==> config.mk <==
export PLATFORM = sky130hd
export DESIGN_NAME = pipeline_stall_ctrl_flat
export DESIGN_NICKNAME = d
export VERILOG_FILES = /design/src/rtl/lc3b_types.sv /design/src/rtl/pipeline_stall_ctrl_if.sv /design/src/rtl/sat_counter.sv /design/src/rtl/pipeline_stall_ctrl.sv /design/src/flat_wrapper.sv
export SDC_FILE = /design/constraint.sdc
export NUM_CORES = 1
export LEC_CHECK = 0
export CORE_MARGIN = 2
export CORE_UTILIZATION = 47
export DETAILED_ROUTE_END_ITERATION = 8
export HOLD_SLACK_MARGIN = 0.06
export PLACE_DENSITY = 0.83
export SLEW_MARGIN = 20
export SYNTH_ARGS = -nofsm -noshare
export SYNTH_HDL_FRONTEND = slang
export SYNTH_SLANG_ARGS = --single-unit
export TNS_END_PERCENT = 5
==> constraint.sdc <==
create_clock -name clk -period 2.15 [get_ports clk]
set_clock_uncertainty 0.15 [all_clocks]
set_input_delay 0.43 -clock clk [delete_from_list [all_inputs] [get_ports clk]]
set_output_delay 0.43 -clock clk [all_outputs]
set_load 0.02 [all_outputs]
==> src/rtl/lc3b_types.sv <==
// Shared types for the LC-3b pipeline control slice: stall FSM states and
// stage-index constants for the stall/bubble vectors.
package lc3b_types;

  typedef enum logic [1:0] {
    RUN   = 2'd0,
    DWAIT = 2'd1,
    IND   = 2'd2,
    FLUSH = 2'd3
  } lc3b_stall_state;

  localparam int STG_PC    = 0;
  localparam int STG_IF_ID = 1;
  localparam int STG_ID_EX = 2;

  localparam int FCNT_W = 4;

endpackage

==> src/rtl/pipeline_stall_ctrl_if.sv <==
// Hazard inputs and stall/bubble/flush outputs of the pipeline stall controller.
interface pipeline_stall_ctrl_if #(
  parameter int NUM_STAGES = 5
);
  logic                  if_memread;
  logic                  if_mem_resp;
  logic                  mem_memread;
  logic                  mem_memwrite;
  logic                  mem_mem_resp;
  logic                  sti_ldi_sig;
  logic                  load_use;
  logic                  br_taken;
  logic [NUM_STAGES-1:0] stall;
  logic [NUM_STAGES-1:0] bubble;
  logic                  flush;
  logic                  err_timeout;
  logic [31:0]           stall_cnt;

  modport master (
    output if_memread, if_mem_resp, mem_memread, mem_memwrite, mem_mem_resp,
           sti_ldi_sig, load_use, br_taken,
    input  stall, bubble, flush, err_timeout, stall_cnt
  );

  modport slave (
    input  if_memread, if_mem_resp, mem_memread, mem_memwrite, mem_mem_resp,
           sti_ldi_sig, load_use, br_taken,
    output stall, bubble, flush, err_timeout, stall_cnt
  );
endinterface

==> src/rtl/sat_counter.sv <==
// Saturating up-counter with synchronous clear; clear wins over increment.
module sat_counter #(
  parameter int WIDTH = 8
) (
  input  logic             clk,
  input  logic             rst_n,
  input  logic             inc,
  input  logic             clr,
  output logic [WIDTH-1:0] count
);
  localparam logic [WIDTH-1:0] ONE = {{(WIDTH-1){1'b0}}, 1'b1};

  always_ff @(posedge clk or negedge rst_n) begin
    if (!rst_n)
      count <= '0;
    else if (clr)
      count <= '0;
    else if (inc && (count != '1))
      count <= count + ONE;
  end
endmodule

==> src/rtl/pipeline_stall_ctrl.sv <==
// Pipeline stall controller: data/instruction memory waits, load-use hazard,
// indirect access pairs and branch flush, with timeout and stall statistics.
module pipeline_stall_ctrl
  import lc3b_types::*;
#(
  parameter int NUM_STAGES   = 5,
  parameter int MEM_IDX      = 3,
  parameter int FLUSH_CYCLES = 1,
  parameter int WAIT_W       = 8
) (
  input logic              clk,
  input logic              rst_n,
  pipeline_stall_ctrl_if.slave bus
);
  localparam logic [NUM_STAGES-1:0] MEM_STALL  = {NUM_STAGES{1'b1}} >> (NUM_STAGES - 1 - MEM_IDX);
  localparam logic [NUM_STAGES-1:0] MEM_BUBBLE = {{(NUM_STAGES-1){1'b0}}, 1'b1} << (MEM_IDX + 1);
  localparam logic [FCNT_W-1:0]     FCNT_INIT  = FCNT_W'(FLUSH_CYCLES - 1);
  localparam logic [WAIT_W-1:0]     WAIT_PRE   = {{(WAIT_W-1){1'b1}}, 1'b0};

  lc3b_stall_state       state, state_next;
  logic                  pend_q, pend_next;
  logic [FCNT_W-1:0]     fcnt_q, fcnt_next;
  logic [NUM_STAGES-1:0] stall_c, bubble_c;
  logic                  flush_c;
  logic                  dmem_pend, imem_wait, wait_inc, err_q;
  logic [WAIT_W-1:0]     wait_cnt;

  assign dmem_pend = (bus.mem_memread | bus.mem_memwrite) & ~bus.mem_mem_resp;
  assign imem_wait = bus.if_memread & ~bus.if_mem_resp;
  assign wait_inc  = (state == DWAIT) || (state == IND) || ((state == RUN) && imem_wait);

  always_ff @(posedge clk or negedge rst_n) begin
    if (!rst_n) begin
      state  <= RUN;
      pend_q <= 1'b0;
      fcnt_q <= '0;
      err_q  <= 1'b0;
    end else begin
      state  <= state_next;
      pend_q <= pend_next;
      fcnt_q <= fcnt_next;
      if (wait_inc && (wait_cnt == WAIT_PRE))
        err_q <= 1'b1;
    end
  end

  always_comb begin
    state_next = state;
    pend_next  = pend_q;
    fcnt_next  = fcnt_q;
    stall_c    = '0;
    bubble_c   = '0;
    flush_c    = 1'b0;
    case (state)
      RUN: begin
        // A new data access takes precedence over a same-cycle branch; the
        // branch is remembered and the flush follows the final response.
        if (dmem_pend) begin
          state_next = DWAIT;
          pend_next  = bus.br_taken;
        end else begin
          if (bus.br_taken) begin
            state_next = FLUSH;
            fcnt_next  = FCNT_INIT;
          end
          if (bus.load_use) begin
            stall_c[STG_PC]     = 1'b1;
            stall_c[STG_IF_ID]  = 1'b1;
            bubble_c[STG_ID_EX] = 1'b1;
          end else if (imem_wait) begin
            stall_c[STG_PC]     = 1'b1;
            bubble_c[STG_IF_ID] = 1'b1;
          end
        end
      end
      DWAIT: begin
        stall_c  = MEM_STALL;
        bubble_c = MEM_BUBBLE;
        if (bus.br_taken)
          pend_next = 1'b1;
        if (bus.mem_mem_resp) begin
          if (bus.sti_ldi_sig) begin
            state_next = IND;
          end else if (pend_q || bus.br_taken) begin
            state_next = FLUSH;
            fcnt_next  = FCNT_INIT;
            pend_next  = 1'b0;
          end else begin
            state_next = RUN;
          end
        end
      end
      IND: begin
        stall_c    = MEM_STALL;
        bubble_c   = MEM_BUBBLE;
        state_next = DWAIT;
        if (bus.br_taken)
          pend_next = 1'b1;
      end
      FLUSH: begin
        flush_c = 1'b1;
        if (bus.br_taken)
          fcnt_next = FCNT_INIT;
        else if (fcnt_q == '0)
          state_next = RUN;
        else
          fcnt_next = fcnt_q - 1'b1;
      end
      default: state_next = RUN;
    endcase
    if (!rst_n) begin
      stall_c  = '0;
      bubble_c = '0;
      flush_c  = 1'b0;
    end
  end

  assign bus.stall       = stall_c;
  assign bus.bubble      = bubble_c;
  assign bus.flush       = flush_c;
  assign bus.err_timeout = err_q;

  sat_counter #(.WIDTH(32)) u_stall_cnt (
    .clk   (clk),
    .rst_n (rst_n),
    .inc   (stall_c[STG_PC]),
    .clr   (1'b0),
    .count (bus.stall_cnt)
  );

  sat_counter #(.WIDTH(WAIT_W)) u_wait_cnt (
    .clk   (clk),
    .rst_n (rst_n),
    .inc   (wait_inc),
    .clr   (~wait_inc),
    .count (wait_cnt)
  );
endmodule

==> src/flat_wrapper.sv <==
// flat-port wrapper written by rule: the top's interface ports become plain ports
module pipeline_stall_ctrl_flat import lc3b_types::*;
#(
  parameter int NUM_STAGES   = 5,
  parameter int MEM_IDX      = 3,
  parameter int FLUSH_CYCLES = 1,
  parameter int WAIT_W       = 8
)
  (clk, rst_n, bus_if_memread, bus_if_mem_resp, bus_mem_memread, bus_mem_memwrite, bus_mem_mem_resp, bus_sti_ldi_sig, bus_load_use, bus_br_taken, bus_stall, bus_bubble, bus_flush, bus_err_timeout, bus_stall_cnt);
  pipeline_stall_ctrl_if #(.NUM_STAGES(NUM_STAGES)) bus_i ();
  input logic clk;
  input logic rst_n;
  input wire logic [$bits(bus_i.if_memread)-1:0] bus_if_memread;
  input wire logic [$bits(bus_i.if_mem_resp)-1:0] bus_if_mem_resp;
  input wire logic [$bits(bus_i.mem_memread)-1:0] bus_mem_memread;
  input wire logic [$bits(bus_i.mem_memwrite)-1:0] bus_mem_memwrite;
  input wire logic [$bits(bus_i.mem_mem_resp)-1:0] bus_mem_mem_resp;
  input wire logic [$bits(bus_i.sti_ldi_sig)-1:0] bus_sti_ldi_sig;
  input wire logic [$bits(bus_i.load_use)-1:0] bus_load_use;
  input wire logic [$bits(bus_i.br_taken)-1:0] bus_br_taken;
  output wire logic [$bits(bus_i.stall)-1:0] bus_stall;
  output wire logic [$bits(bus_i.bubble)-1:0] bus_bubble;
  output wire logic [$bits(bus_i.flush)-1:0] bus_flush;
  output wire logic [$bits(bus_i.err_timeout)-1:0] bus_err_timeout;
  output wire logic [$bits(bus_i.stall_cnt)-1:0] bus_stall_cnt;
  assign bus_i.if_memread = bus_if_memread;
  assign bus_i.if_mem_resp = bus_if_mem_resp;
  assign bus_i.mem_memread = bus_mem_memread;
  assign bus_i.mem_memwrite = bus_mem_memwrite;
  assign bus_i.mem_mem_resp = bus_mem_mem_resp;
  assign bus_i.sti_ldi_sig = bus_sti_ldi_sig;
  assign bus_i.load_use = bus_load_use;
  assign bus_i.br_taken = bus_br_taken;
  assign bus_stall = bus_i.stall;
  assign bus_bubble = bus_i.bubble;
  assign bus_flush = bus_i.flush;
  assign bus_err_timeout = bus_i.err_timeout;
  assign bus_stall_cnt = bus_i.stall_cnt;
  pipeline_stall_ctrl #(.NUM_STAGES(NUM_STAGES), .MEM_IDX(MEM_IDX), .FLUSH_CYCLES(FLUSH_CYCLES), .WAIT_W(WAIT_W)) u_core (.clk(clk), .rst_n(rst_n), .bus(bus_i));
endmodule
# == Word-level counts from Yosys, hierarchy flattened ==
# Cells that the tools add are included.
# classes
n_reduce_logical,15
bitwise,5
n_eq_ne,17
muxes,38
n_addsub,3
# op_table
cell,count
"adder 32 x 1 -> 32 bit, second input constant",1
two-way mux 4 bit,8
"!= test 32 bit, second input constant",1
two-way mux 2 bit,12
two-way mux 8 bit,2
"!= test 2 bit, second input constant",6
one-hot mux 4 bit (3 select lines),1
two-way mux 1 bit,11
"adder 8 x 1 -> 8 bit, second input constant",1
"== test 8 bit, second input constant",1
"!= test 8 bit, second input constant",1
one-hot mux 2 bit (4 select lines),1
AND reduction 7 bit,1
"!= test 2 x 1 -> 1 bit, second input constant",3
nonzero test 3 bit,2
two-way mux 5 bit,1
"== test 2 bit, second input constant",2
logical AND 1 bit,4
zero test 4 bit,1
one-hot mux 2 bit (2 select lines),1
AND reduction 4 bit,1
"subtractor 4 x 1 -> 4 bit, second input constant",1
logical OR 1 bit,3
"!= test 3 x 2 -> 1 bit, second input constant",1
other kinds (9),11
# totals
register_bits,48
out_inout_bits,44
input_bits,10

# == Longest topological paths before layout ==
# depth
depth_word,8
mapped_depth,10

# == Hierarchy ==
# Synthesis repeated with hierarchy kept, for this count alone.
# hier_totals
cells_unflattened,330
area_unflattened_um2,3061.7
# modules_own_cells
module,seq_area_each_um2,area_per_inst_um2,cells_each,instances
sat_counter at u_core.u_stall_cnt,800.8,1854.3,198,1
pipeline_stall_ctrl,200.2,743.2,83,1
sat_counter at u_core.u_wait_cnt,200.2,464.2,49,1

# == Worst setup path before layout ==
# Ideal clock, no wire load.
# synth_timing
path_kind,flip-flop to output port
from,register u_core.state[0]
to,output port bus_stall[0]
t_arrival_ns,1.779
setup_slack_ns,-0.209
path_buffers,3
path_stages_with_launch,10
path_cell_list,dfrtp_1 inv_1 ha_1 buf_2 nor2_1 a221oi_2 nand2_2 clkbuf_1 inv_1 buf_4
# synth_via
elab_chain_cells,4
word_cells_on_any_way,6
classes_between,eq/ne (2); mux (2); reduce/logical (2)
# synth_rtl
element,line_no,text
"start, declared",pipeline_stall_ctrl.sv:20,"lc3b_stall_state state, state_next;"
"start signal, assigned",pipeline_stall_ctrl.sv:39,state <= state_next;
== test 2 bit or == test 2 x 1 -> 1 bit (tied branches),pipeline_stall_ctrl.sv:54,case (state)
OR reduction 2 bit (no source line),n/a,
one-hot mux 2 bit (2 select lines) (*),pipeline_stall_ctrl.sv:54,
two-way mux 4 bit (*),pipeline_stall_ctrl.sv:111,if (!rst_n) begin
"end, declared",flat_wrapper.sv:21,output wire logic [$bits(bus_i.stall)-1:0] bus_stall;
# Mark *: on every way between the ends. The rest lies on a longest branch, timed or not.

# == Worst setup path after layout ==
# Ends and elaborated chain as after synthesis.

==> flow_summary.toml <==
[status]
status = "finished with violations"
violations = "setup timing"

[logic_synthesis]
ys.flop_type = "dfrtp_1"
synth.distinct_cells = 48
yosys_register_bits = 48
syn_inst = 280
yosys-top-cells-count = "48 x dfrtp_1, 27 x xor2_1, 21 x nor2_1"
avgSynthCellArea_um2 = 9.85
yosysWarnings = 0
synth_edf_count = 0
syn_area_um2 = 2760
synth_area_leaders = "dfrtp_1 44%, xor2_1 8.6%, ha_1 4.1%"
yosys.area.top_type = "dfrtp_1"
synthMostInstantiatedCell = "dfrtp_1"
async_flop_share = 1.00
ys_seq_area_frac = 0.436
synth.top_cell.area_share = 0.436

[die]
die_area_um2 = 6500
core_um2 = 5570
die_h_um = 80.6
initial_core_util = 0.495
die_x_um = 80.6
rows = 27
ios = 54

[power]
internal_power_mw = 2.45
pwr-share-comb = 0.496
clockPowerShare = 0.197
leakage_nw = 1.76
ir_worst_vdd_v = 0.000864
swShare = 0.383
power_density_nw_per_um2 = 1040
power_frac_seq = 0.308
switchingPower_mw = 1.52

[timing]
min_period_ns = 2.26
clock.fmax_mhz = 443
setup_viol = 17
setup_slack_ns = -0.106
hold_viol = 0
rsz0062_at_grt = "true"
fin_crit_sh = 1.05
slew_viol_final = 0
tns_ns = -0.625

[setup_path]
cp.required_ns = 1.57
cp-start-kind = "register"
regToRegEndpoint = "u_core.u_stall_cnt.count[1]$_DFFE_PN0P_"
r2r_slack_ns = -0.08
r2r_start = "u_core.state[0]$_DFFE_PN0P_"
crit_arrival_ns = 1.68
rr_worst_depth = 8
cp-end-kind = "output port"
crit_fanout = 5
worst-setup-path-type = "reg -> out"

[place]
gp_congestion = 0.872
dp_hpwl_um = 4600
dp.cells = 429
io_buffers = 50

[drt]
top_layer = "met4"
via_per_inst = 5.42
vias = 2385
first_iter_violations = 142
wl_met1_um = 2910
route.met3.wl_um = 214
wl_per_cell_um = 14.4
drc = 0
wl_met2_um = 3120
totalWireLength_um = 6330
dr.pass1.iters = 4
ant_nets = 0

[clocking]
cts_tree = "done"
root_buffer = "clkbuf_8"
cts_sinks = 48
cts-buffers-inserted = 5
htree_levels = 2
insertion_delay_ns = 0.31
clk_pin_slew_ns = 0.09
cts_buffer_depth = 2

[layout]
fillCellCount = 434
area_growth_syn_to_layout_pct = 38.4
drive_gt1_frac = 0.261
nets = 386
stdcell_count = 440
diodes = 0

[global_route]
grt_overflow_total = 0
grt_pass1_wl_um = 10900
antenna_found_initial = 0
grt_pass1_vias = 2364
grt_max_degree = 33
grt_use_total = 0.216

[run]
cap_violations = 0

[hold_path]
min_path_type = "in -> async"
## layout by cell type (no fill, tap or decap), drive strengths merged, types with 7 or more instances in the layout
cell type,count
buf,49
dfrtp,48
clkdlybuf4s50,38
xor2,27
nor2,22
nor3,18
nand4,16
nand2,16
nand3,15
inv,11
and3,9
ha,9
nor4,9
o21ai,8
xnor2,7
## sequential cells by signal, summed over array words and instances (netlist names)
register / flops
u_core.u_stall_cnt.count: 32
u_core.u_wait_cnt.count: 8
u_core.fcnt_q: 4
u_core.bus.err_timeout: 1
u_core.pend_q: 1
u_core.state: 2
## kinds of logic after synthesis
logic type                 synth area share
muxes                                0.0118
other                               0.00136
AOI/OAI and AO/OA                    0.0708
xor gates and xnor gates              0.108
buffers and inverters                0.0504
DFF                                   0.436
and+or+nand+nor                       0.281
adders and majority gates            0.0408
## timing repair
action,CTS,global route
hold buffers,1,0
gates cloned,0,0
buffers inserted,1,1
gates resized for setup,54,15
hold endpoints to repair,16,0
pin swaps,4,1
setup endpoints to repair,35,39
## worst max-delay path, cell delays in order, from the launching register on
cell and delay [ns]:
dfrtp_1 0.37, inv_2 0.06, ha_4 0.30, nor2_4 0.04, a221oi_4 0.30, nand2_2 0.12
inv_4 0.07, buf_6 0.11
## stage by stage
stage / util / worst slack [ns] / hold slack (ns) / power [mW] / area, um^2
2_1_floorplan: - / -0.0487 / -0.0156 / 2.33 / 2790
3_3_place_gp: 0.636 / -0.692 / 0.301 / 2.96 / 3550
3_5_place_dp: 0.636 / -0.714 / 0.303 / 3.02 / 3550
4_1_cts: 0.676 / -0.136 / 0.148 / 3.91 / 3770
5_1_grt: 0.685 / -0.194 / 0.174 / 4.24 / 3820
6_report: 0.685 / -0.106 / 0.134 / 3.97 / 3820
## layer usage
metal / vias to the layer above / global-route usage
li1: 1167 / -
met1: 1173 / 0.275
met2: 39 / 0.369
met3: 6 / 0.0416
met4: 0 / 0.0678
met5: - / 0
## cell type report
cell class	instances	area [um^2]	area share
Clock buffer	5	68.8	0.0180
Clock inverter	3	68.8	0.0180
Inverter	10	40.0	0.0105
Multi-Input combinational cell	210	1560	0.409
Sequential cell	48	1200	0.315
Tap cell	72	90.1	0.0236
Timing Repair Buffer	92	786	0.206
## how the worst max path moves through the flow
stage,startpoint,slack [ns],to,depth (start not counted)
2_1_floorplan,u_core.state[1]$_DFFE_PN0P_,-0.05,bus_stall[0],9
3_3_place_gp,bus_mem_memwrite,-0.69,bus_stall[0],6
3_5_place_dp,bus_mem_memwrite,-0.71,bus_stall[0],6
4_1_cts,u_core.state[1]$_DFFE_PN0P_,-0.14,bus_stall[0],7
5_1_grt,u_core.state[1]$_DFFE_PN0P_,-0.19,bus_stall[0],7
6_report,u_core.state[0]$_DFFE_PN0P_,-0.11,bus_stall[0],7
## power groups by stage
stage / registers (mW) / logic, mW / clock network, mW
after CTS: 1.22 / 1.90 / 0.801
after detailed placement: 1.23 / 1.79 / 0
after global placement: 1.22 / 1.75 / 0
final: 1.22 / 1.97 / 0.782
after global routing: 1.25 / 2.15 / 0.840
after floorplan: 1.31 / 1.02 / 0
No activity file was read; power rests on OpenSTA's default activity.
==> RTL edit 1: new RTL, same settings <==
`NUM_STAGES` is set to 5 in 3 places; all go to 10.
--- a/src/rtl/pipeline_stall_ctrl_if.sv
+++ b/src/rtl/pipeline_stall_ctrl_if.sv
@@ -1,6 +1,6 @@
 // Hazard inputs and stall/bubble/flush outputs of the pipeline stall controller.
 interface pipeline_stall_ctrl_if #(
-  parameter int NUM_STAGES = 5
+  parameter int NUM_STAGES = 10
 );
   logic                  if_memread;
   logic                  if_mem_resp;
--- a/src/rtl/pipeline_stall_ctrl.sv
+++ b/src/rtl/pipeline_stall_ctrl.sv
@@ -3,7 +3,7 @@
 module pipeline_stall_ctrl
   import lc3b_types::*;
 #(
-  parameter int NUM_STAGES   = 5,
+  parameter int NUM_STAGES   = 10,
   parameter int MEM_IDX      = 3,
   parameter int FLUSH_CYCLES = 1,
   parameter int WAIT_W       = 8
--- a/src/flat_wrapper.sv
+++ b/src/flat_wrapper.sv
@@ -1,7 +1,7 @@
 // flat-port wrapper written by rule: the top's interface ports become plain ports
 module pipeline_stall_ctrl_flat import lc3b_types::*;
 #(
-  parameter int NUM_STAGES   = 5,
+  parameter int NUM_STAGES   = 10,
   parameter int MEM_IDX      = 3,
   parameter int FLUSH_CYCLES = 1,
   parameter int WAIT_W       = 8
Interface: changed (resized bus_bubble and bus_stall); port bits go from 54 to 64. The function was not compared with the original's and may differ.
==> RTL edit 1 against the unedited design <==
The flow still finishes with violations (setup timing); wire length increased by 5.6%; largest power group unchanged; sequential cell count unchanged; highest routed layer unchanged; register-to-register slack worse by 0.03 ns; design area grew 1.3%; combinational power increased by 5%; power fell by 0.66%; area after synthesis up 2.7%; worst setup slack worse by 0.042 ns.
==> RTL edit 1: results (changes against the unedited design) <==
* Synth top cells by count: dfrtp_1 (48), xor2_1 (27), nor2_1 (21)
* Met1 Usage GRT at 0.263 (-0.0115)
* Final setup violation count at 21 (+4)
* Sequential fraction of the synthesis area at 0.424 (-0.0115)
* Reg-to-reg startpoint: u_core.state[1]$_DFFE_PN0P_
* Synth Area in Adders at 0.0398 (-0.00108)
* Grt met2 use at 0.352 (-0.0175)
* Regs by FF count: u_core.u_stall_cnt.count: 32 flops, u_core.u_wait_cnt.count: 8 flops, u_core.fcnt_q: 4 flops
* Sw frac at 0.399 (+0.0162)
* CP peak stage delay at 0.38 ns
* Port Buffer Count at 50 (unchanged)
* Post-route setup slack at -0.147 ns (-0.0416 ns)
* Internal at 2.37 mW (-3.3%)
* Peak supply drop at 0.000650 V (-25%)
* Violated checks: setup timing
* TNS Setup at -0.656 ns (-0.0311 ns)
* Detailed Routing Iterations Pass 1 at 4 (unchanged)
* Worst-Skew Late Latency at 0.30 ns
* P_clk at 0.643 mW (-18%)
* Area contributors post-synth: dfrtp_1 (42%), xor2_1 (8.3%), buf_4 (4.2%)
* Warnings from Yosys at 0 (unchanged)
* Uppermost layer routed: met4
* Nets at 394 (+2.1%)
* Synth Area in Compound Gates at 0.0689 (-0.00188)
* Worst path arrival time at 1.72 ns (+0.04 ns)
* Worst R2R Path Depth at 8 (unchanged)
* GP Congestion at 0.817 (-6.4%)
* Vias in the first global route at 2337 (-1.1%)
* Sequential share of power at 0.311 (+0.003)
* Met2 WL at 3320 um (+6.6%)
* Mux cell area share after synthesis at 0.0115 (-0.000313)
* DP HPWL at 4660 um (+1.2%)
* Via count at 2459 (+3.1%)
* Largest net degree at the start of global routing at 32 (-3.0%)
* GRT met3 Usage at 0.0418 (+0.000185)
* H-tree depth at 2 (unchanged)
* CTS buffer count at 5 (unchanged)
* Initial antenna violation count at 0 (unchanged)
* Synth Area in XOR/XNOR at 0.105 (-0.00286)
* First-pass GRT wire length at 10600 um (-2.8%)
* Met3 Wirelength at 305 um (+43%)
* CP max stage cell: dfrtp_1
* Status: finished, violations left
* WL met1 at 2960 um (+1.5%)
* Leak at 1.77 nW (+0.68%)
* Per-cell routed wire length at 14.8 um (+3.0%)
* Share of cells above drive strength 1 at 0.253 (-0.00821)
* Initial DRC Count at 126 (-11%)
* Gr usage total at 0.208 (-0.00799)
* Post-synth cell types at 48 (unchanged)
RTL edit 1: cell count changes after synthesis:
cell / change
buf_4: +10
RTL edit 1: area by class of cell:
class | instances | area (um2)
inverter | 10 | 40.0
clock inverter | 2 | 35.0
fill | 456 | 2020
tap | 75 | 93.8
clock buffer | 6 | 72.6
sequential | 48 | 1200
timing repair buffer | 90 | 777
multi-input combinational | 220 | 1650
RTL edit 1: worst paths after layout:
| check | endpoint | slack [ns] |
|---|---|---|
| max reg2reg | u_core.u_stall_cnt.count[1]$_DFFE_PN0P_ | -0.11 |
| min | u_core.fcnt_q[3]$_DFFE_PN0P_ | 0.15 |
| min in group clk | u_core.u_stall_cnt.count[30]$_DFFE_PN0P_ | 0.34 |
| max in group asynchronous | u_core.u_stall_cnt.count[4]$_DFFE_PN0P_ | 1.18 |
| min reg2reg | u_core.u_stall_cnt.count[30]$_DFFE_PN0P_ | 0.34 |
| max | bus_stall[0] | -0.15 |
RTL edit 1: what timing repair did:
item / 4_1_cts / 5_1_grt
endpoints found under the setup margin: 38 / 38
gates cloned: 0 / 0
gates resized for setup: 54 / 24
endpoints found under the hold margin: 17 / 0
buffers inserted: 0 / 1
pin swaps: 6 / 4
hold buffers: 1 / 0
RTL edit 1: metrics by stage:
step | area, um2 | cells | util | worst slack (ns) | hold WS (ns)
2_1_floorplan | 2900 | 302 | - | -0.0487 | -0.0156
3_3_place_gp | 3580 | 441 | 0.608 | -0.693 | 0.288
3_5_place_dp | 3580 | 441 | 0.608 | -0.695 | 0.281
4_1_cts | 3760 | 450 | 0.639 | -0.148 | 0.161
5_1_grt | 3870 | 451 | 0.657 | -0.215 | 0.178
6_report | 3870 | 451 | 0.657 | -0.147 | 0.152
==> RTL edit 2: new RTL, config.mk and constraints unchanged <==
Without the edit above. The 4 states of `lc3b_stall_state` get a one-hot encoding in 4 bits.
--- a/src/rtl/lc3b_types.sv
+++ b/src/rtl/lc3b_types.sv
@@ -2,11 +2,11 @@
 // stage-index constants for the stall/bubble vectors.
 package lc3b_types;
 
-  typedef enum logic [1:0] {
-    RUN   = 2'd0,
-    DWAIT = 2'd1,
-    IND   = 2'd2,
-    FLUSH = 2'd3
+  typedef enum logic [3:0] {
+    RUN   = 4'b0001,
+    DWAIT = 4'b0010,
+    IND   = 4'b0100,
+    FLUSH = 4'b1000
   } lc3b_stall_state;
 
   localparam int STG_PC    = 0;
Formal check against the unedited RTL: no difference found for any inputs over 10 cycles, from zero or initial values and one cycle with rst_n low; not proved beyond that.
==> RTL edit 2 against the unedited design <==
Sequential cell count up 2; the run still ends with setup timing left; critical path type unchanged; critical path depth shrank 3; design area is 11% higher; power down 17%; largest cell class unchanged; highest routed layer unchanged; wire length grew 24%; worst setup slack got worse by 0.16 ns; area after synthesis down 0.45%; count of clock-buffer cells in the layout up 1; fmax decreased by 6.8%.
==> RTL edit 2: results (changes against the unedited design) <==
* Status: finished, violations left
* Violated checks: setup timing
* Sequential share of cell area at 0.297 (-0.0182)
* Critical-path maximum fanout at 4 (-1)
* WL met1 at 3300 um (+13%)
* Worst path arrival time at 1.84 ns (+0.16 ns)
* TNS Setup at -2.62 ns (-1.99 ns)
* Final setup violation count at 26 (+9)
* First-pass GRT wire length at 12600 um (+16%)
* R2R Setup Slk at -0.13 ns (-0.05 ns)
* Peak supply drop at 0.000592 V (-31%)
* Post-route setup slack at -0.270 ns (-0.165 ns)
* Via-to-Cell Ratio at 5.70 (+5.1%)
* Dpl cells at 456 (+6.3%)
* CP max stage cell: dfstp_2
* Vias in the first global route at 2688 (+14%)
* Synth top cells by count: dfrtp_1 (49), nand3_1 (26), xnor2_1 (25)
* Reg-to-reg startpoint: u_core.state[1]$_DFFE_PN0P_
* DP Area at 3750 um2 (+5.7%)
* DP HPWL at 5110 um (+11%)
* Nets at 411 (+6.5%)
* Worst setup path startpoint: u_core.state[0]$_DFFE_PN1P_
* Fillers at 334 (-23%)
* Gr usage total at 0.251 (+0.0348)
* Final cell count without fillers at 469 (+6.6%)
* Area of the multi-input gates at 1650 um2 (+6.0%)
* Post-layout util at 0.759 (+0.0745)
* Regs by FF count: u_core.u_stall_cnt.count: 32 flops, u_core.u_wait_cnt.count: 8 flops
* Clock-cell share at 0.0337 (-0.00236)
* Leak at 1.85 nW (+5.2%)
* Clk sinks at 50 (+4.2%)
* Initial DRC Count at 191 (+35%)
* Share of cells above drive strength 1 at 0.330 (+0.0691)
* Post-synth cell types at 50 (+4.2%)
* Sequential fraction of the synthesis area at 0.456 (+0.0207)
* Reg-to-reg endpoint: u_core.u_stall_cnt.count[30]$_DFFE_PN0P_
* GP Congestion at 0.871 (-0.16%)
* Signal buf overhead at 0.248 (+0.0425)
* Multi-input gate count at 211 (+0.48%)
* Per-cell routed wire length at 16.8 um (+16%)
* Bufs w/o clock at 118 (+28%)
* Area growth syn-to-layout at 54.1%
* Crit-path leading delay family: simple AND/OR/NAND/NOR gates
* Critical path endpoint: bus_bubble[1]
RTL edit 2: what timing repair did:
| item | 4_1_cts | 5_1_grt |
|---|---|---|
| endpoints found under the hold margin | 23 | 0 |
| resized for setup | 73 | 31 |
| hold buffers | 1 | 0 |
| endpoints found under the setup margin | 40 | 45 |
| buffers inserted | 1 | 3 |
| pin swaps | 12 | 18 |
RTL edit 2: where the power goes:
part | internal [mW] | total (mW) | leakage, nW | switching, mW
Combinational | 0.691 | 1.35 | 1.12 | 0.660
Clock | 0.496 | 0.817 | 0.0714 | 0.320
Sequential | 1.05 | 1.14 | 0.657 | 0.0924
Total | 2.23 | 3.31 | 1.85 | 1.07
RTL edit 2: cells by family (layout without fill, tap and decap cells):
group,Yosys count,in the layout,share of synthesized area
other cells,1,3,0.00137
fa+ha+maj,5,5,0.0228
flops,50,50,0.456
xor+xnor,36,36,0.115
compound gates,30,30,0.0802
mux,3,3,0.0119
buf+inv,24,136,0.0465
simple gates,134,134,0.266
